--- src/rtl/alu_pkg.sv ---
// rtl/alu_pkg.sv - op codes, FSM states and flag indices shared by the multi-cycle ALU
package alu_pkg;

    localparam logic [4:0] OP_LD   = 5'd0;
    localparam logic [4:0] OP_ST   = 5'd1;
    localparam logic [4:0] OP_LIL  = 5'd2;
    localparam logic [4:0] OP_MOV  = 5'd3;
    localparam logic [4:0] OP_ADD  = 5'd4;
    localparam logic [4:0] OP_SUB  = 5'd5;
    localparam logic [4:0] OP_CMP  = 5'd6;
    localparam logic [4:0] OP_AND  = 5'd7;
    localparam logic [4:0] OP_OR   = 5'd8;
    localparam logic [4:0] OP_XOR  = 5'd9;
    localparam logic [4:0] OP_NEG  = 5'd10;
    localparam logic [4:0] OP_NOT  = 5'd11;
    localparam logic [4:0] OP_SLL  = 5'd12;
    localparam logic [4:0] OP_SLA  = 5'd13;
    localparam logic [4:0] OP_SRL  = 5'd14;
    localparam logic [4:0] OP_SRA  = 5'd15;
    localparam logic [4:0] OP_MUL  = 5'd16;
    localparam logic [4:0] OP_DIVU = 5'd17;
    localparam logic [4:0] OP_REMU = 5'd18;
    localparam logic [4:0] OP_NOP  = 5'd19;

    typedef enum logic [1:0] {IDLE, CALC, DONE} state_t;

    localparam int FZ = 3;
    localparam int FN = 2;
    localparam int FC = 1;
    localparam int FV = 0;

    // Ops that run on the shared iterative engine instead of the one-cycle datapath
    function automatic logic is_iter(input logic [4:0] op);
        return (op == OP_MUL) || (op == OP_DIVU) || (op == OP_REMU);
    endfunction

endpackage

--- src/rtl/alu_mc_if.sv ---
// rtl/alu_mc_if.sv - request/result handshake bundle between control unit and ALU
interface alu_mc_if #(
    parameter int W    = 32,
    parameter int IMMW = 8
);
    logic            in_valid;
    logic            in_ready;
    logic [4:0]      op;
    logic            use_imm;
    logic [W-1:0]    sr;
    logic [W-1:0]    tr;
    logic [IMMW-1:0] imm;
    logic            out_valid;
    logic            out_ready;
    logic [W-1:0]    dr;
    logic [3:0]      flags;
    logic            dz;
    logic            busy;

    modport master (
        output in_valid, op, use_imm, sr, tr, imm, out_ready,
        input  in_ready, out_valid, dr, flags, dz, busy
    );

    modport slave (
        input  in_valid, op, use_imm, sr, tr, imm, out_ready,
        output in_ready, out_valid, dr, flags, dz, busy
    );
endinterface

--- src/rtl/alu_iter.sv ---
// rtl/alu_iter.sv - shared shift-add multiply / restoring divide engine, one bit per cycle
module alu_iter
    import alu_pkg::*;
#(
    parameter int W = 32
) (
    input  logic         clk,
    input  logic         rst_n,
    input  logic         start,
    input  logic         is_div,
    input  logic [W-1:0] a,
    input  logic [W-1:0] b,
    output logic         done,
    output logic [W-1:0] res_lo,
    output logic [W-1:0] res_hi
);
    localparam int CW = $clog2(W + 1);

    // hi holds the upper product half or the partial remainder;
    // lo holds the multiplier being consumed or the dividend/quotient shift register.
    logic [CW-1:0] cnt_q;
    logic          div_q;
    logic [W-1:0]  hi_q, lo_q, b_q;
    logic [W-1:0]  hi_d, lo_d;
    logic [W:0]    sum;
    logic [W:0]    shifted;

    // One iteration of either algorithm; the caller samples res_* on the done cycle
    always_comb begin
        sum     = {1'b0, hi_q} + (lo_q[0] ? {1'b0, b_q} : {(W+1){1'b0}});
        shifted = {hi_q, lo_q[W-1]};
        hi_d    = hi_q;
        lo_d    = lo_q;
        if (div_q) begin
            if (shifted >= {1'b0, b_q}) begin
                hi_d = W'(shifted - {1'b0, b_q});
                lo_d = {lo_q[W-2:0], 1'b1};
            end else begin
                hi_d = shifted[W-1:0];
                lo_d = {lo_q[W-2:0], 1'b0};
            end
        end else begin
            hi_d = sum[W:1];
            lo_d = {sum[0], lo_q[W-1:1]};
        end
    end

    assign done   = (cnt_q == CW'(1));
    assign res_lo = lo_d;
    assign res_hi = hi_d;

    // Load operands on start, then iterate until the counter runs out
    always_ff @(posedge clk or negedge rst_n) begin
        if (!rst_n) begin
            cnt_q <= '0;
            div_q <= 1'b0;
            hi_q  <= '0;
            lo_q  <= '0;
            b_q   <= '0;
        end else if (start) begin
            cnt_q <= CW'(W);
            div_q <= is_div;
            hi_q  <= '0;
            lo_q  <= a;
            b_q   <= b;
        end else if (cnt_q != '0) begin
            cnt_q <= cnt_q - CW'(1);
            hi_q  <= hi_d;
            lo_q  <= lo_d;
        end
    end
endmodule

--- src/rtl/alu_mc.sv ---
// rtl/alu_mc.sv - registered multi-cycle ALU with valid/ready handshake
module alu_mc
    import alu_pkg::*;
#(
    parameter int W    = 32,
    parameter int IMMW = 8,
    parameter int SHW  = $clog2(W) + 1
) (
    input  logic    clk,
    input  logic    rst_n,
    alu_mc_if.slave bus
);
    state_t         state_q, state_d;
    logic           in_ready, accept, iter_op;
    logic           out_valid_q, dz_q, div0_q;
    logic [W-1:0]   dr_q;
    logic [3:0]     flags_q;
    logic [4:0]     calc_op_q;

    logic [W-1:0]   opb;
    logic [W:0]     add_r, sub_r, neg_r, sl, sr_w, sra_w;
    logic           add_v, sub_v, neg_v, sh_big;
    logic [SHW-1:0] amt;

    logic [W-1:0]   res;
    logic           c, v, wr_dr, wr_fl;
    logic [3:0]     fl;

    logic           it_done;
    logic [W-1:0]   res_lo, res_hi, iter_res;
    logic [3:0]     iter_fl;
    logic           iter_dz;

    // DONE only differs from IDLE in that it marks a freshly finished iteration
    assign in_ready = (state_q != CALC) && (!out_valid_q || bus.out_ready);
    assign accept   = bus.in_valid && in_ready;
    assign iter_op  = is_iter(bus.op);

    assign opb    = bus.use_imm ? W'(bus.imm) : bus.sr;
    assign add_r  = {1'b0, bus.tr} + {1'b0, opb};
    assign sub_r  = {1'b0, bus.tr} - {1'b0, opb};
    assign neg_r  = {(W+1){1'b0}} - {1'b0, bus.tr};
    assign add_v  = (bus.tr[W-1] == opb[W-1]) && (add_r[W-1] != bus.tr[W-1]);
    assign sub_v  = (bus.tr[W-1] != opb[W-1]) && (sub_r[W-1] != bus.tr[W-1]);
    assign neg_v  = bus.tr[W-1] && neg_r[W-1];

    // Shifts run one bit wider so the last bit shifted out lands in the extra bit
    assign amt    = opb[SHW-1:0];
    assign sh_big = (amt >= SHW'(W));
    assign sl     = {1'b0, bus.tr} << amt;
    assign sr_w   = {bus.tr, 1'b0} >> amt;
    assign sra_w  = $signed({bus.tr, 1'b0}) >>> amt;

    // One-cycle datapath: result, flags and which of them the op is allowed to write
    always_comb begin
        res   = '0;
        c     = 1'b0;
        v     = 1'b0;
        wr_dr = 1'b1;
        wr_fl = 1'b1;
        fl    = '0;
        case (bus.op)
            OP_LD, OP_ST, OP_ADD: begin res = add_r[W-1:0]; c = add_r[W]; v = add_v; end
            OP_LIL:  res = W'(16'({bus.sr, bus.imm}));
            OP_MOV:  res = opb;
            OP_SUB:  begin res = sub_r[W-1:0]; c = sub_r[W]; v = sub_v; end
            OP_CMP:  begin res = sub_r[W-1:0]; c = sub_r[W]; v = sub_v; wr_dr = 1'b0; end
            OP_AND:  res = bus.tr & opb;
            OP_OR:   res = bus.tr | opb;
            OP_XOR:  res = bus.tr ^ opb;
            OP_NEG:  begin res = neg_r[W-1:0]; c = neg_r[W]; v = neg_v; end
            OP_NOT:  res = ~bus.tr;
            OP_SLL, OP_SLA: begin
                res = sh_big ? '0 : sl[W-1:0];
                c   = !sh_big && sl[W];
            end
            OP_SRL: begin
                res = sh_big ? '0 : sr_w[W:1];
                c   = !sh_big && sr_w[0];
            end
            OP_SRA: begin
                res = sh_big ? {W{bus.tr[W-1]}} : sra_w[W:1];
                c   = !sh_big && sra_w[0];
            end
            OP_NOP:  begin wr_dr = 1'b0; wr_fl = 1'b0; end
            default: ;
        endcase
        // Reserved codes fall through with res = 0 but must report all-clear flags
        if (!iter_op && (bus.op > OP_NOP)) begin
            fl = '0;
        end else begin
            fl[FZ] = (res == '0);
            fl[FN] = res[W-1];
            fl[FC] = c;
            fl[FV] = v;
        end
    end

    alu_iter #(.W(W)) u_iter (
        .clk    (clk),
        .rst_n  (rst_n),
        .start  (accept && iter_op),
        .is_div (bus.op != OP_MUL),
        .a      (bus.tr),
        .b      (opb),
        .done   (it_done),
        .res_lo (res_lo),
        .res_hi (res_hi)
    );

    // Final value of an iterative op; a zero divisor is flagged through dz and V
    always_comb begin
        iter_res    = (calc_op_q == OP_REMU) ? res_hi : res_lo;
        iter_dz     = (calc_op_q != OP_MUL) && div0_q;
        iter_fl     = '0;
        iter_fl[FZ] = (iter_res == '0);
        iter_fl[FN] = iter_res[W-1];
        iter_fl[FC] = (calc_op_q == OP_MUL) && (res_hi != '0);
        iter_fl[FV] = iter_dz;
    end

    // State register
    always_ff @(posedge clk or negedge rst_n) begin
        if (!rst_n) state_q <= IDLE;
        else        state_q <= state_d;
    end

    // Next state: accepts from IDLE or DONE, CALC leaves on the last iteration
    always_comb begin
        state_d = state_q;
        case (state_q)
            IDLE, DONE: begin
                if (accept) state_d = iter_op ? CALC : IDLE;
            end
            CALC: begin
                if (it_done) state_d = DONE;
            end
            default: state_d = IDLE;
        endcase
    end

    // Result registers: written on a one-cycle accept or the last iteration, else drained
    always_ff @(posedge clk or negedge rst_n) begin
        if (!rst_n) begin
            out_valid_q <= 1'b0;
            dr_q        <= '0;
            flags_q     <= '0;
            dz_q        <= 1'b0;
            calc_op_q   <= OP_NOP;
            div0_q      <= 1'b0;
        end else begin
            if (accept && !iter_op) begin
                if (wr_dr) dr_q <= res;
                if (wr_fl) flags_q <= fl;
                dz_q        <= 1'b0;
                out_valid_q <= 1'b1;
            end else if ((state_q == CALC) && it_done) begin
                dr_q        <= iter_res;
                flags_q     <= iter_fl;
                dz_q        <= iter_dz;
                out_valid_q <= 1'b1;
            end else if (bus.out_ready) begin
                out_valid_q <= 1'b0;
            end
            if (accept && iter_op) begin
                calc_op_q <= bus.op;
                div0_q    <= (opb == '0);
            end
        end
    end

    assign bus.in_ready  = in_ready;
    assign bus.out_valid = out_valid_q;
    assign bus.dr        = dr_q;
    assign bus.flags     = flags_q;
    assign bus.dz        = dz_q;
    assign bus.busy      = (state_q == CALC);
endmodule

--- src/flat_wrapper.sv ---
// flat-port wrapper written by rule: the top's interface ports become plain ports
module alu_mc_flat import alu_pkg::*;
#(
    parameter int W    = 32,
    parameter int IMMW = 8,
    parameter int SHW  = $clog2(W) + 1
)
  (clk, rst_n, bus_in_valid, bus_op, bus_use_imm, bus_sr, bus_tr, bus_imm, bus_out_ready, bus_in_ready, bus_out_valid, bus_dr, bus_flags, bus_dz, bus_busy);
  alu_mc_if #(.W(W), .IMMW(IMMW)) bus_i ();
  input  logic clk;
  input  logic rst_n;
  input wire logic [$bits(bus_i.in_valid)-1:0] bus_in_valid;
  input wire logic [$bits(bus_i.op)-1:0] bus_op;
  input wire logic [$bits(bus_i.use_imm)-1:0] bus_use_imm;
  input wire logic [$bits(bus_i.sr)-1:0] bus_sr;
  input wire logic [$bits(bus_i.tr)-1:0] bus_tr;
  input wire logic [$bits(bus_i.imm)-1:0] bus_imm;
  input wire logic [$bits(bus_i.out_ready)-1:0] bus_out_ready;
  output wire logic [$bits(bus_i.in_ready)-1:0] bus_in_ready;
  output wire logic [$bits(bus_i.out_valid)-1:0] bus_out_valid;
  output wire logic [$bits(bus_i.dr)-1:0] bus_dr;
  output wire logic [$bits(bus_i.flags)-1:0] bus_flags;
  output wire logic [$bits(bus_i.dz)-1:0] bus_dz;
  output wire logic [$bits(bus_i.busy)-1:0] bus_busy;
  assign bus_i.in_valid = bus_in_valid;
  assign bus_i.op = bus_op;
  assign bus_i.use_imm = bus_use_imm;
  assign bus_i.sr = bus_sr;
  assign bus_i.tr = bus_tr;
  assign bus_i.imm = bus_imm;
  assign bus_i.out_ready = bus_out_ready;
  assign bus_in_ready = bus_i.in_ready;
  assign bus_out_valid = bus_i.out_valid;
  assign bus_dr = bus_i.dr;
  assign bus_flags = bus_i.flags;
  assign bus_dz = bus_i.dz;
  assign bus_busy = bus_i.busy;
  alu_mc #(.W(W), .IMMW(IMMW), .SHW(SHW)) u_core (.clk(clk), .rst_n(rst_n), .bus(bus_i));
endmodule
--- config.mk ---
export PLATFORM = sky130hd
export DESIGN_NAME = alu_mc_flat
export DESIGN_NICKNAME = d
export VERILOG_FILES = /design/src/rtl/alu_pkg.sv /design/src/rtl/alu_mc_if.sv /design/src/rtl/alu_iter.sv /design/src/rtl/alu_mc.sv /design/src/flat_wrapper.sv
export SDC_FILE = /design/constraint.sdc
export NUM_CORES = 1
export LEC_CHECK = 0
export CAP_MARGIN = 30
export CORE_MARGIN = 5
export CORE_UTILIZATION = 23
export DETAILED_ROUTE_END_ITERATION = 16
export MAX_ROUTING_LAYER = met4
export PLACE_DENSITY = 0.46
export SETUP_SLACK_MARGIN = 0.5
export SLEW_MARGIN = 20
export SYNTH_ARGS = -nofsm -noshare
export SYNTH_HDL_FRONTEND = slang
export SYNTH_SLANG_ARGS = --single-unit
--- constraint.sdc ---
create_clock -name clk -period 4 [get_ports clk]
set_clock_uncertainty 0.05 [all_clocks]
set_input_delay 1.2 -clock clk [delete_from_list [all_inputs] [get_ports clk]]
set_output_delay 1.2 -clock clk [all_outputs]
set_load 0.02 [all_outputs]
==> results of run 1 <==
==> repair_timing <==
action | 4_1_cts | 5_1_grt
gates cloned | 4 | 3
setup endpoints to repair | 58 | 59
pin swaps | 140 | 128
setup buffers | 101 | 42
gates resized for setup | 587 | 250
==> area by class of cell <==
cell class	instances	area, um^2
fillers	10559	61200
diodes	1	2.50
flip-flops and latches	149	3740
clock buffers	18	439
clock inverters	14	150
well taps	1368	1710
repair buffers	1454	12400
multi-input cells	2667	21400
inverters	149	582
==> worst reg2reg max path: stages (launching register included) <==
cell and delay (ps):
sky130_fd_sc_hd__dfrtp_2 490, sky130_fd_sc_hd__buf_6 160, sky130_fd_sc_hd__and2_4 160, sky130_fd_sc_hd__ha_4 220
sky130_fd_sc_hd__o211ai_1 260, sky130_fd_sc_hd__a21oi_4 80, sky130_fd_sc_hd__o211ai_1 350, sky130_fd_sc_hd__o21ai_1 120
sky130_fd_sc_hd__buf_4 160, sky130_fd_sc_hd__a2111o_1 390, sky130_fd_sc_hd__buf_6 130, sky130_fd_sc_hd__and3b_1 180
sky130_fd_sc_hd__o32ai_2 200, sky130_fd_sc_hd__buf_4 170, sky130_fd_sc_hd__nor3b_1 190, sky130_fd_sc_hd__buf_4 160
sky130_fd_sc_hd__o2111ai_1 200, sky130_fd_sc_hd__nor4_1 450, sky130_fd_sc_hd__nand4_1 190, sky130_fd_sc_hd__nand3_1 110
==> how the worst max path moves through the flow <==
stage	from	end	slack, ps	cells after the start
global route	bus_use_imm	u_core.bus.flags[3]$_DFFE_PN0P_	-1260	21
floorplan	bus_use_imm	u_core.bus.flags[3]$_DFFE_PN0P_	-1460	20
CTS	bus_tr[9]	u_core.bus.flags[2]$_DFFE_PN0P_	-1180	19
detailed placement	bus_tr[8]	u_core.bus.flags[2]$_DFFE_PN0P_	-2200	19
global placement	bus_tr[8]	u_core.bus.flags[3]$_DFFE_PN0P_	-2200	17
finish	bus_use_imm	u_core.bus.flags[3]$_DFFE_PN0P_	-1150	21
==> flip-flops by register name, summed over array words and instances, names as in the netlist <==
| name | flops |
|---|---|
| u_core.bus.out_valid | 1 |
| u_core.bus.dr | 32 |
| u_core.bus.dz | 1 |
| u_core.u_iter.hi_q | 32 |
| u_core.u_iter.b_q | 32 |
| u_core.u_iter.cnt_q | 6 |
| u_core.u_iter.div_q | 1 |
| u_core.calc_op_q | 5 |
| u_core.div0_q | 1 |
| u_core.bus.flags | 4 |
| u_core.u_iter.lo_q | 32 |
| u_core.state_q | 2 |
==> cell usage after synthesis (all sizes together), types with 11 or more instances <==
| library cell | instances |
|---|---|
| nor3 | 88 |
| o22ai | 46 |
| buf | 44 |
| a221oi | 22 |
| or2 | 16 |
| ha | 186 |
| o211ai | 96 |
| o221ai | 17 |
| clkbuf | 181 |
| nand2b | 63 |
| and2 | 51 |
| o21bai | 11 |
| and3 | 30 |
| nor2 | 240 |
| mux2 | 16 |
| o21ai | 224 |
| o2111ai | 14 |
| dfrtp | 146 |
| nor3b | 12 |
| a22oi | 21 |
| xnor2 | 62 |
| a21o | 49 |
| o21a | 20 |
| a211o | 18 |
| a21oi | 234 |
| nand3 | 80 |
| a221o | 12 |
| a31oi | 42 |
| o31ai | 20 |
| nor2b | 25 |
| or3 | 36 |
| a211oi | 46 |
| nand4 | 50 |
| o211a | 11 |
| mux4 | 52 |
| a2111oi | 19 |
| mux2i | 111 |
| nand2 | 390 |
| nor4 | 36 |
| inv | 146 |
| xor2 | 26 |
| a311oi | 12 |
==> layout by cell type (no fill, tap or decap), types with 19 or more instances in the layout <==
master,count
sky130_fd_sc_hd__nand2b_1,43
sky130_fd_sc_hd__o21a_1,19
sky130_fd_sc_hd__nor2_1,215
sky130_fd_sc_hd__mux2i_1,80
sky130_fd_sc_hd__buf_4,1145
sky130_fd_sc_hd__clkdlybuf4s50_1,68
sky130_fd_sc_hd__buf_6,135
sky130_fd_sc_hd__xnor2_1,57
sky130_fd_sc_hd__clkbuf_16,19
sky130_fd_sc_hd__a211oi_1,28
sky130_fd_sc_hd__dfrtp_1,141
sky130_fd_sc_hd__o22ai_1,38
sky130_fd_sc_hd__a22oi_1,19
sky130_fd_sc_hd__a21oi_1,186
sky130_fd_sc_hd__mux4_2,51
sky130_fd_sc_hd__nor3_1,69
sky130_fd_sc_hd__buf_12,36
sky130_fd_sc_hd__nor2b_1,23
sky130_fd_sc_hd__a21oi_2,30
sky130_fd_sc_hd__nand3_1,70
sky130_fd_sc_hd__and3_1,29
sky130_fd_sc_hd__and2_1,40
sky130_fd_sc_hd__o21ai_2,22
sky130_fd_sc_hd__nand2_1,370
sky130_fd_sc_hd__ha_4,44
sky130_fd_sc_hd__inv_1,134
sky130_fd_sc_hd__nor4_1,25
sky130_fd_sc_hd__xor2_1,20
sky130_fd_sc_hd__ha_1,134
sky130_fd_sc_hd__nand4_1,50
sky130_fd_sc_hd__a21o_1,48
sky130_fd_sc_hd__o211ai_1,96
sky130_fd_sc_hd__o21ai_0,167
sky130_fd_sc_hd__dlygate4sd2_1,32
sky130_fd_sc_hd__a31oi_1,30
sky130_fd_sc_hd__or3_1,26
sky130_fd_sc_hd__o21ai_1,26
==> power by group through the flow <==
| stage | Clock, mW | Combinational (mW) | Sequential (mW) |
|---|---|---|---|
| 4_1_cts | 1.72 | 20.7 | 2.96 |
| 2_1_floorplan | 0 | 9.30 | 2.90 |
| 3_3_place_gp | 0 | 18.6 | 2.95 |
| 6_report | 1.69 | 22.5 | 3.00 |
| 3_5_place_dp | 0 | 18.6 | 2.96 |
| 5_1_grt | 1.77 | 23.9 | 3.07 |
==> metrics by stage <==
stage          worst slack (ps)  area (um^2)  hold WS [ps]
5_1_grt                   -1260        40400           436
4_1_cts                   -1180        38900           426
3_3_place_gp              -2200        35000           401
2_1_floorplan             -1460        24000           389
3_5_place_dp              -2200        35000           413
6_report                  -1150        40400           426
==> routing by layer <==
layer  up-vias  track usage (%)  wire, um
li1      14445                -         -
met4         0             11.9      8200
met3       309             2.48     10400
met2      1493             42.5     68300
met5         -                -         0
met1     15523             35.4     63500
==> cell families (layout without fill, tap and decap cells) <==
group / count (synthesis) / count (layout) / share of synthesized area [%]
adders and majority gates: 190 / 190 / 10.3
and+or+nand+nor: 1170 / 1170 / 24.2
other: 0 / 1 / 0
muxes: 179 / 179 / 10.7
DFF: 149 / 149 / 15.9
xor gates and xnor gates: 88 / 88 / 3.29
buffers and inverters: 374 / 1635 / 6.21
AOI/OAI and AO/OA: 1040 / 1040 / 29.5
==> results.md, run 1 <==
Status:
- The run finished, with violations left.
- The final reports fail on setup timing.

Layout:
- Relative to the synthesized area, the layout overhead comes to 72.4%.
- The number of nets in the layout is about 4700.
- The post-route netlist has 43.3% of its cells at a drive strength greater than 1.
- Once layout is complete, the cells apart from fillers number between 5000 and 6000.
- The final core utilization is 39.8%.

Power and ir drop:
- In this run, flip-flops and latches consume 11.0% of the power.
- VDD sags by at most 475 uV.
- The switching power of the nets is roughly 13 mW.
- The switching share of power is between 40% and 50%.
- Internal power comes to 14.1 mW.
- The total power per unit cell area is between 600 and 700 mW/mm^2.
- The cell leakage power is 17.9 nW.
- The power share of the combinational group is 82.8%.
- After layout, the design draws a total of 27.2 mW.
- The clock network accounts for 6.2% of the total power.

STA:
- In the finished design, the share of the clock period the worst path needs comes to 129%.
- At the pin with the least slew margin, the transition time is about 1000 ps.
- In the post-route analysis, the smallest setup slack over all paths is -1150 ps.
- The minimum period implied by the final worst setup slack is about 5200 ps.
- The number of slew-limit violations in the final report is 0.
- The highest attainable clock frequency is just under 200 MHz.
- After routing, the total negative slack on setup checks comes to -13890 ps.
- The number of endpoints with negative hold slack in the final report came to 0.
- Setup repair after global routing could not meet its margin everywhere.
- The total setup violations reported at the end of the flow is 26.
- The relative slew slack is a little under a third.

Worst setup path:
- The worst setup path is of the input pin to register kind.
- The largest stage delay on the critical path is 630 ps.
- The critical path capture point type is a register.
- The worst reg-to-reg path cell count is 19.
- The worst setup path is launched from an input pin.
- At the worst endpoint, the arrival time is 5500 ps.
- The buffering stage count on the worst path with inverters included is 7.
- The library cell contributing the largest single delay on the critical path is sky130_fd_sc_hd__or4_4.
- The origin of the critical flop-to-flop path is u_core.u_iter.lo_q[0]$_DFFE_PN0P_.
- The highest fanout seen on the critical path is 7.
- The worst setup slack for register-to-register paths is -470 ps.
- The signal on the critical path passes through buf_12 -> buf_8 -> mux2i_4 -> buf_6 -> buf_6 -> buf_6 -> ha_4 -> nor2_4 -> o311ai_4 -> o211ai_1 -> buf_4 -> buf_12 -> a21oi_4 -> xor2_2 -> o22ai_2 -> or4_4 -> or4_1 -> or4_4 -> nor4_4 -> nand2_1 -> nand3_1.
- The worst register-to-register path ends at u_core.bus.flags[3]$_DFFE_PN0P_.
- The critical path required time is 4340 ps.
- The family with the most delay on the worst path is simple AND/OR/NAND/NOR gates.
- Among the stages of the critical path, the cell type that occurs most often is sky130_fd_sc_hd__buf_6.

Synth:
- Yosys printed 0 warnings.
- The most used flip-flop cell after synthesis is sky130_fd_sc_hd__dfrtp_1.
- The sequential-to-total area share from yosys stat is between 10% and 20%.
- The post-synthesis cell type count is 87.
- Yosys attributes the largest share of cell area to sky130_fd_sc_hd__dfrtp_1, sky130_fd_sc_hd__ha_1, sky130_fd_sc_hd__nand2_1.
- The average footprint of a synthesized cell is ~7.4 um^2.
- In this run the biggest area consumer among cell types represents 15.6% of the synthesized area.
- Summing every instance area after synthesis gives about 0.023 mm^2.
- The number of enable-type register cells in the synthesized netlist is 0.
- The async set-reset flop share out of synthesis is 100%.
- The total nets after synthesis is 3462.
- The synthesized flop and latch total is 149.
- The cell count after synthesis is between 3000 and 4000.
- The biggest area consumer among synthesized cells is sky130_fd_sc_hd__dfrtp_1.

Clocking:
- The number of clock sinks seen by CTS is 149.
- The tree is rooted in a sky130_fd_sc_hd__clkbuf_16.
- Clock latency on the worst-skew pair, taken at its later pin, is 470 ps.
- Clock-pin slew was measured on the worst setup and hold paths at around 80 ps.
- The hold buffer count at cts is 0.
- CTS built an H-tree with a depth of 4.
- TritonCTS created 17 clock buffers.
- The number of buffers on the longest clock path is 2.
- The CTS tree is built.

Global route:
- Global routing used 27.0% of the available tracks.
- Entering global routing, the biggest net connects 81 pins.
- The wire length of the first global-routing pass is 211 mm.
- Summed over all layers, the global routing overflow is 0.
- The number of global-route vias before repair is roughly 31000.
- The initial antenna violation count is 5.

Route:
- In the routed layout, each cell is associated on average with a via count of 5.46.
- The post-route antenna net violation count is 0.
- The initial DRC count is 3421.
- After detailed routing, the total wire length is 150 mm.
- For this run, design rule violations remaining after detail routing come to 0.
- The via count is 31770.
- For this run, the detailed router's first-pass iteration total came to 6.
- In the final routed layout, each cell accounts on average for 25.8 um.

Floorplan:
- In this run the core area contains 117 standard-cell rows.
- The core area is 0.102 mm^2.
- The die covers 0.108 mm^2.
- The die is 329 um wide.
- The die is 329 um tall.
- The number of I/O pins is about 120.
- The starting utilization of the core area is 23.1%.

Hold path:
- The source of the worst hold timing path is u_core.calc_op_q[0]$_DFFE_PN1P_.
- In this run the worst hold path is classified as register to register.
- The depth of the worst hold-timing path is 2.
- The capture endpoint of the worst hold path is u_core.calc_op_q[0]$_DFFE_PN1P_.

Place:
- The global placement routability congestion is around 1.1.
- The number of port buffers is 121.
- The HPWL after detailed placement is 122 mm.
- Including well taps, the total number of placed cells is 5636.

Run:
- The count of maximum capacitance violations is 0.
Power figures use the tool's default switching activity.
==> run 2: changes to the inputs <==
--- a/config.mk
+++ b/config.mk
@@ -9,6 +9,7 @@
 export CORE_MARGIN = 5
 export CORE_UTILIZATION = 23
 export DETAILED_ROUTE_END_ITERATION = 16
+export HOLD_SLACK_MARGIN = 0.08
 export MAX_ROUTING_LAYER = met4
 export PLACE_DENSITY = 0.46
 export SETUP_SLACK_MARGIN = 0.5
==> results of run 2 <==
Final layout, timing and power as in run 1 (identical DEF).
